### config.mk
export PLATFORM = sky130hd
export DESIGN_NAME = operand_loader
export DESIGN_NICKNAME = d
export VERILOG_FILES = /design/src/rtl/operand_pkg.sv /design/src/rtl/operand_loader_btn_edge.sv /design/src/rtl/operand_loader.sv
export SDC_FILE = /design/constraint.sdc
export NUM_CORES = 1
export LEC_CHECK = 0
export ABC_AREA = 1
export BUFFER_PORTS_ARGS = -buffer_cell sky130_fd_sc_hd__clkbuf_2
export CAP_MARGIN = 20
export CORE_ASPECT_RATIO = 1.1
export CORE_MARGIN = 1
export CORE_UTILIZATION = 30
export CTS_CLUSTER_DIAMETER = 40
export DETAILED_ROUTE_END_ITERATION = 16
export PLACE_DENSITY_LB_ADDON = 0.25
export SETUP_SLACK_MARGIN = 0.4
export SYNTH_ARGS = -nofsm -noshare
export SYNTH_HDL_FRONTEND = slang
export SYNTH_SLANG_ARGS = --single-unit
### constraint.sdc
create_clock -name clk -period 1.74 [get_ports clk]
set_input_delay 0.087 -clock clk [delete_from_list [all_inputs] [get_ports clk]]
set_output_delay 0.087 -clock clk [all_outputs]
set_load 0.03 [all_outputs]
### src/rtl/operand_pkg.sv
// Shared types and constants for the two-operand byte loader.
package operand_pkg;

  typedef enum logic [1:0] {
    LOAD_A = 2'd0,
    LOAD_B = 2'd1,
    READY  = 2'd2
  } state_e;

  localparam int unsigned BYTES_PER_OPERAND = 4;
  localparam logic [2:0]  STEP_READY        = 3'b111;
  localparam logic [1:0]  LAST_BYTE         = 2'(BYTES_PER_OPERAND - 1);

  // Byte index 0 is the most significant byte, so operands load MSB first.
  function automatic logic [31:0] put_byte(input logic [31:0] word,
                                           input logic [1:0]  idx,
                                           input logic [7:0]  b);
    logic [31:0] r;
    r = word;
    case (idx)
      2'd0:    r[31:24] = b;
      2'd1:    r[23:16] = b;
      2'd2:    r[15:8]  = b;
      default: r[7:0]   = b;
    endcase
    return r;
  endfunction

endpackage

### src/rtl/operand_loader_btn_edge.sv
// Two-flop synchronizer plus rising-edge detector for an asynchronous board button.
module btn_edge (
  input  logic clk,
  input  logic reset,
  input  logic btn,
  output logic pulse
);

  logic sync1_q, sync1_d;
  logic sync2_q, sync2_d;
  logic prev_q,  prev_d;

  always_comb begin
    sync1_d = btn;
    sync2_d = sync1_q;
    prev_d  = sync2_q;
  end

  always_ff @(posedge clk or negedge reset) begin
    if (!reset) begin
      sync1_q <= 1'b0;
      sync2_q <= 1'b0;
      prev_q  <= 1'b0;
    end else begin
      sync1_q <= sync1_d;
      sync2_q <= sync2_d;
      prev_q  <= prev_d;
    end
  end

  // Pulse is valid during the cycle before prev_q catches up with sync2_q.
  assign pulse = sync2_q & ~prev_q;

endmodule

### src/rtl/operand_loader.sv
// Loads two 32-bit operands byte by byte from switches, one byte per button press.
module operand_loader
  import operand_pkg::*;
(
  input  logic        clk,
  input  logic        reset,
  input  logic [7:0]  data_in,
  input  logic        load_btn,
  input  logic        clear,
  output logic [31:0] dataA,
  output logic [31:0] dataB,
  output logic        valid,
  output logic        done,
  output logic [2:0]  step
);

  logic        capture;
  state_e      state_q,    state_d;
  logic [1:0]  byte_cnt_q, byte_cnt_d;
  logic [31:0] data_a_q,   data_a_d;
  logic [31:0] data_b_q,   data_b_d;
  logic        valid_q,    valid_d;
  logic        done_q,     done_d;

  btn_edge u_load_edge (
    .clk   (clk),
    .reset (reset),
    .btn   (load_btn),
    .pulse (capture)
  );

  always_comb begin
    state_d    = state_q;
    byte_cnt_d = byte_cnt_q;
    data_a_d   = data_a_q;
    data_b_d   = data_b_q;
    valid_d    = valid_q;
    done_d     = 1'b0;
    if (clear) begin
      state_d    = LOAD_A;
      byte_cnt_d = '0;
      data_a_d   = '0;
      data_b_d   = '0;
      valid_d    = 1'b0;
    end else if (capture) begin
      case (state_q)
        LOAD_A: begin
          data_a_d   = put_byte(data_a_q, byte_cnt_q, data_in);
          byte_cnt_d = byte_cnt_q + 2'd1;
          if (byte_cnt_q == LAST_BYTE) state_d = LOAD_B;
        end
        LOAD_B: begin
          data_b_d   = put_byte(data_b_q, byte_cnt_q, data_in);
          byte_cnt_d = byte_cnt_q + 2'd1;
          if (byte_cnt_q == LAST_BYTE) begin
            state_d = READY;
            valid_d = 1'b1;
            done_d  = 1'b1;
          end
        end
        default: ;
      endcase
    end
  end

  always_ff @(posedge clk or negedge reset) begin
    if (!reset) begin
      state_q    <= LOAD_A;
      byte_cnt_q <= '0;
      data_a_q   <= '0;
      data_b_q   <= '0;
      valid_q    <= 1'b0;
      done_q     <= 1'b0;
    end else begin
      state_q    <= state_d;
      byte_cnt_q <= byte_cnt_d;
      data_a_q   <= data_a_d;
      data_b_q   <= data_b_d;
      valid_q    <= valid_d;
      done_q     <= done_d;
    end
  end

  assign dataA = data_a_q;
  assign dataB = data_b_q;
  assign valid = valid_q;
  assign done  = done_q;
  assign step  = (state_q == READY) ? STEP_READY : {state_q == LOAD_B, byte_cnt_q};

endmodule

-- After elaboration in Yosys (flattened, before gate mapping)
Cells that the tools add are included.
- register bits: 73
- bits in latches: 0
- bits in writable memories: 0
- memory bits (read-only): 0
- input bits: 12
- output and inout bits: 69
- word-level logic and storage cells: 77
- memories kept: 0
- add/sub/neg operators: 1
- multiply operators: 0
- divide/modulo/power cells: 0
- magnitude comparators: 0
- equality and inequality tests: 8
- shift operators: 0
- mux-type cells: 27
- bitwise logic cells: 2
- reductions and logical operators: 24
- operator list (operator ; number):
    $mux 32 ; 6
    $mux 8 ; 4
    $reduce_and 3->1 ; 9
    $reduce_bool 2->1 ; 8
    $mux 2 ; 7
    $mux 1 ; 8
    $eq 2x2->1 const B ; 3
    $ne 3x3->1 const B ; 2
    $eq 2x1->1 const B ; 2
    $logic_not 2->1 ; 2
    $pmux 2 s2 ; 1
    $reduce_and 4->1 ; 1
    $mux 3 ; 1
    $reduce_bool 3->1 ; 1
    $reduce_or 3->1 ; 1
    $add 2x1->2 const B ; 1
    $ne 2x1->1 const B ; 1
    $reduce_and 2->1 ; 1
    $reduce_or 2->1 ; 1
    $and 1x1->1 ; 1
    $not 1->1 ; 1

-- Longest topological paths before layout
- depth in word-level cells: 6
- mapped depth: 8
- mapped depth without buffers: 8

-- By module
From an unflattened synthesis, not the netlist that was laid out.
- cell total of the unflattened synthesis: 358
- area total of the unflattened synthesis: 3021.6 µm²
- by module, submodules not included (module ; times used ; cells an instance ; area an instance (µm²) ; seq. area each (µm²)):
    operand_loader ; 1 ; 353 ; 2936.6 ; 1751.7
    btn_edge ; 1 ; 5 ; 85.1 ; 75.1

-- Least setup slack after synthesis
Ideal clock, no wire load.
- kind: register to register
- from: register state_q[0]
- to: register data_a_q[10], in the netlist dataA[10]
- setup time: 0.118 ns
- data arrival time: 1.259 ns
- required time: 1.622 ns
- setup slack: 0.363 ns
- stages on the path, launching flop included: 8
- path buffers: 0
- period minus slack after synthesis: 1.377 ns
- cells stage by stage: dfrtp_1 -> inv_1 -> ha_1 -> inv_1 -> o21ai_2 -> nand2_2 -> nand2_1 -> nand2_1
- cells in the longest elaborated chain, start to end: 3
- RTL lines (what ; RTL line ; RTL):
    from (decl) ; operand_loader.sv:18 ; state_e state_q, state_d;
    from (signal assigned) ; operand_loader.sv:75 ; state_q <= state_d;
    $logic_not 2->1 ; operand_loader.sv:46 ; case (state_q)
    $reduce_bool 2->1 (no source line) ; -- ;
    $reduce_and 3->1 (no source line) ; -- ;
    to (signal assigned) ; operand_loader.sv:77 ; data_a_q <= data_a_d;
    to (decl) ; operand_loader.sv:20 ; logic [31:0] data_a_q, data_a_d;
No other way between the ends.
A chain may end at the register's enable or synchronous reset.

-- Worst setup path in the final report
- from: register state_q[1]
- to: output port step[1]
- cells in the longest elaborated chain, start to end: 2
- RTL lines (what ; RTL line ; RTL):
    $eq 2x2->1 ; operand_loader.sv:88 ; assign step = (state_q == READY) ? STEP_READY : {state_q == LOAD_B, byte_cnt_q};
    $mux 3 ; operand_loader.sv:88 ;
    to (decl) ; operand_loader.sv:14 ; output logic [2:0] step
No other way between the ends.

==> impl_metrics.env <==
export IMPL_status="finished, final reports clean"
export IMPL_yosysTopAreaCell="dfrtp_1"
export IMPL_die_area_sq_um=10800
export IMPL_antenna_found_initial=0
export IMPL_cp_cell_sequence="buf_6 -> ha_4 -> inv_4 -> nand2_2 -> buf_8"
export IMPL_ys_ff_latch=73
export IMPL_period_minus_slack_ns=1.39
export IMPL_synth_compound_area_share_pct=5.69
export IMPL_max_stage_delay_ns=0.41
export IMPL_numCtsBuffers=9
export IMPL_port_buffer_count=80
export IMPL_finish_utilization_pct=45.2
export IMPL_drt_total_wl_um=8650
export IMPL_synthesis_area_sq_um=3120
export IMPL_cp_max_fo=3
export IMPL_synth_area_leaders="dfrtp_1, nand2_1, nand3_1"
export IMPL_syn_inst=340
export IMPL_initial_core_util_pct=31.3
export IMPL_synthAdderAreaFrac_pct=3.21
export IMPL_cts_root_buffer="clkbuf_8"
export IMPL_hpwlAfterDp_um=5510
export IMPL_drtIter0Drc=119
export IMPL_grt_max_degree=74
export IMPL_grt_pass1_vias=2589
export IMPL_crit_arrival_ns=1.30
export IMPL_fill_cells=963
export IMPL_crit_path_end="step[1]"
export IMPL_cts_tree="done"
export IMPL_coreArea_sq_um=9980
export IMPL_syn_mean_instance_area_sq_um=9.18
export IMPL_wire_per_inst_um=15.2
export IMPL_r2r_end="dataA[14]$_DFFE_PN0P_"
export IMPL_placementRows=38
export IMPL_via_per_inst=4.73
export IMPL_cts_max_level=3
export IMPL_boundaryPins=81
export IMPL_num_vias=2695
export IMPL_seqCellArea_sq_um=1830
export IMPL_r2r_start="state_q[0]$_DFFE_PN0P_"
export IMPL_crit_start="state_q[1]$_DFFE_PN0P_"
export IMPL_drcViolationCount=0
export IMPL_synthSimpleGateAreaFrac_pct=27.4
export IMPL_clock_sinks=73
export IMPL_drive_gt1_share_pct=51.8
export IMPL_syn_num_nets=360
export IMPL_power_total_uw=7090
export IMPL_die_y_um=109
export IMPL_hold_class="in -> reg"
export IMPL_power_leakage_uw=0.00237
export IMPL_rrSetupSlack_ns=0.38
export IMPL_holdWs_ns=0.0280
export IMPL_fin_setup_tns_ns=0
export IMPL_grt_pass1_wl_um=13500
export IMPL_peakVddDrop_mv=0.629
export IMPL_synthMuxAreaShare_pct=0
export IMPL_cp_top_family="flip-flops"
export IMPL_fmax_mhz=720
export IMPL_worstSkewPairLatency_ns=0.36
export IMPL_clock_skew_final_ns=0.00685
export IMPL_p_per_area_nw_per_um2=1570
export IMPL_finalSetupViolCount=0
export IMPL_tightest_slew_ns=0.421
export IMPL_cts_buffer_depth=2
export IMPL_critPathKind="reg -> out"
export IMPL_multi_input_area_sq_um=1590
export IMPL_overflow=0
export IMPL_first_pass_iters=4
export IMPL_yosysSeqAreaShare_pct=58.5
export IMPL_rsz0062_at_grt="true"
export IMPL_crit_required_ns=1.65
export IMPL_hold_viol_final=0
export IMPL_slew_violations=0
export IMPL_synth_top_family_by_area="simple AND/OR/NAND/NOR gates"
export IMPL_yosys_warnings=0
export IMPL_period_share_pct=79.8
export IMPL_end_kind="output pin"
export IMPL_synth_top_area_share_pct=58.5
export IMPL_layout_nets=465
export IMPL_synthXorXnorAreaFrac_pct=0
export IMPL_antenna_cells=0
export IMPL_relSlewSlack_pct=71.9
export IMPL_path_depth=5
export IMPL_min_delay_start="data_in[6]"
export IMPL_dieWidth_um=99.2
export IMPL_clk_pin_slew_worst_paths_ns=0.08
export IMPL_track_usage_pct=16.6
export IMPL_drv_cap=0
export IMPL_ant_nets=0
export IMPL_yosysUniqueCellTypes=17
export IMPL_crit_path_start_kind="flip-flop"
export IMPL_cp_slowest_cell="dfrtp_1"
export IMPL_critical_path_buf_inv_count=3
export IMPL_reg2reg_depth=7
export IMPL_gp_congestion=0.804
export IMPL_syn_to_final_growth_pct=44.6
## sequential cells by signal (all words and copies together), names as in the netlist
signal,flops
u_load_edge.sync1_q,1
valid,1
done,1
byte_cnt_q,2
dataB,32
dataA,32
u_load_edge.prev_q,1
u_load_edge.prev_d,1
state_q,2
## stage by stage
stage | instances | setup WS, ns | cell area, sq um
4_1_cts | 568 | 0.342 | 4160
2_1_floorplan | 340 | 0.363 | 3120
5_1_grt | 570 | 0.311 | 4510
6_report | 570 | 0.351 | 4510
3_5_place_dp | 537 | 0.155 | 3670
3_3_place_gp | 537 | 0.244 | 3670
## cells in the mapped netlist
library cell,number
ha_1,8
nand2_1,136
a21oi_1,1
dfrtp_1,73
buf_4,2
inv_4,1
nand2_2,8
o21ai_2,14
inv_1,21
o21ai_1,3
nand3_1,49
nand4_1,2
buf_2,3
buf_6,4
nand2_4,1
o21ai_0,7
nor2_1,7
## cells in the final DEF, fill, tap and decap left out, types with 3 or more instances in the layout
cell / count
nand3_2: 24
nand2_4: 12
buf_6: 9
nand2_2: 46
buf_4: 5
clkbuf_2: 76
o21ai_1: 6
inv_2: 6
buf_12: 3
o21ai_2: 10
o21ai_4: 6
inv_4: 3
clkbuf_1: 3
clkbuf_8: 10
ha_4: 3
dfrtp_1: 71
nand3_1: 25
nor2_4: 4
inv_1: 11
ha_1: 3
nand2_1: 90
buf_8: 3
## worst reg2reg max path, cell delays in order, from the launching register on
cell	delay, ns
dfrtp_2	0.46
inv_4	0.10
ha_4	0.16
inv_6	0.05
o21ai_4	0.23
buf_6	0.15
nand3_1	0.07
nand2_1	0.08
## power breakdown
group          switching [uW]  leakage [uW]  internal [uW]  total (uW)
Combinational            2200       0.00133           1160        3350
Clock                     613     0.0000974            699        1310
Sequential                316      0.000947           2110        2430
## worst min-delay path by stage
stage	endpoint	slack, ns	depth (start not counted)
2_1_floorplan	byte_cnt_q[0]$_DFFE_PN0P_	-0.21	0
3_3_place_gp	dataA[25]$_DFFE_PN0P_	0.15	2
3_5_place_dp	dataA[25]$_DFFE_PN0P_	0.16	2
4_1_cts	dataA[0]$_DFFE_PN0P_	0.01	3
5_1_grt	dataA[7]$_DFFE_PN0P_	0.03	3
6_report	dataA[6]$_DFFE_PN0P_	0.03	3
## logic make-up (layout without fill, tap and decap cells)
kind of cell / count (synthesis) / count (layout)
DFF: 73 / 73
adders and majority gates: 8 / 8
buffers and inverters: 31 / 137
AOI/OAI and AO/OA: 25 / 25
and+or+nand+nor: 203 / 207
## final cells by class
class	count	share of cell area, %
multi-input combinational	240	35.3
tap	120	3.33
timing repair buffer	99	14.4
sequential	73	40.5
inverter	22	2.22
clock buffer	13	3.30
clock inverter	3	0.887
## per-layer routing
layer	track usage (%)	vias up	wire length (um)
met2	26.8	56	4260
met3	2.82	16	356
met1	21.6	1323	3820
li1	-	1300	-
met5	0	-	0
met4	8.51	0	216
## timing repair
item,in CTS,in global routing
gates cloned,4,0
pin swaps,19,48
endpoints found under the hold margin,74,0
endpoints found under the setup margin,72,72
buffers inserted,9,2
hold buffers,2,0
resized for setup,44,104
No activity file was read; power rests on OpenSTA's default activity.
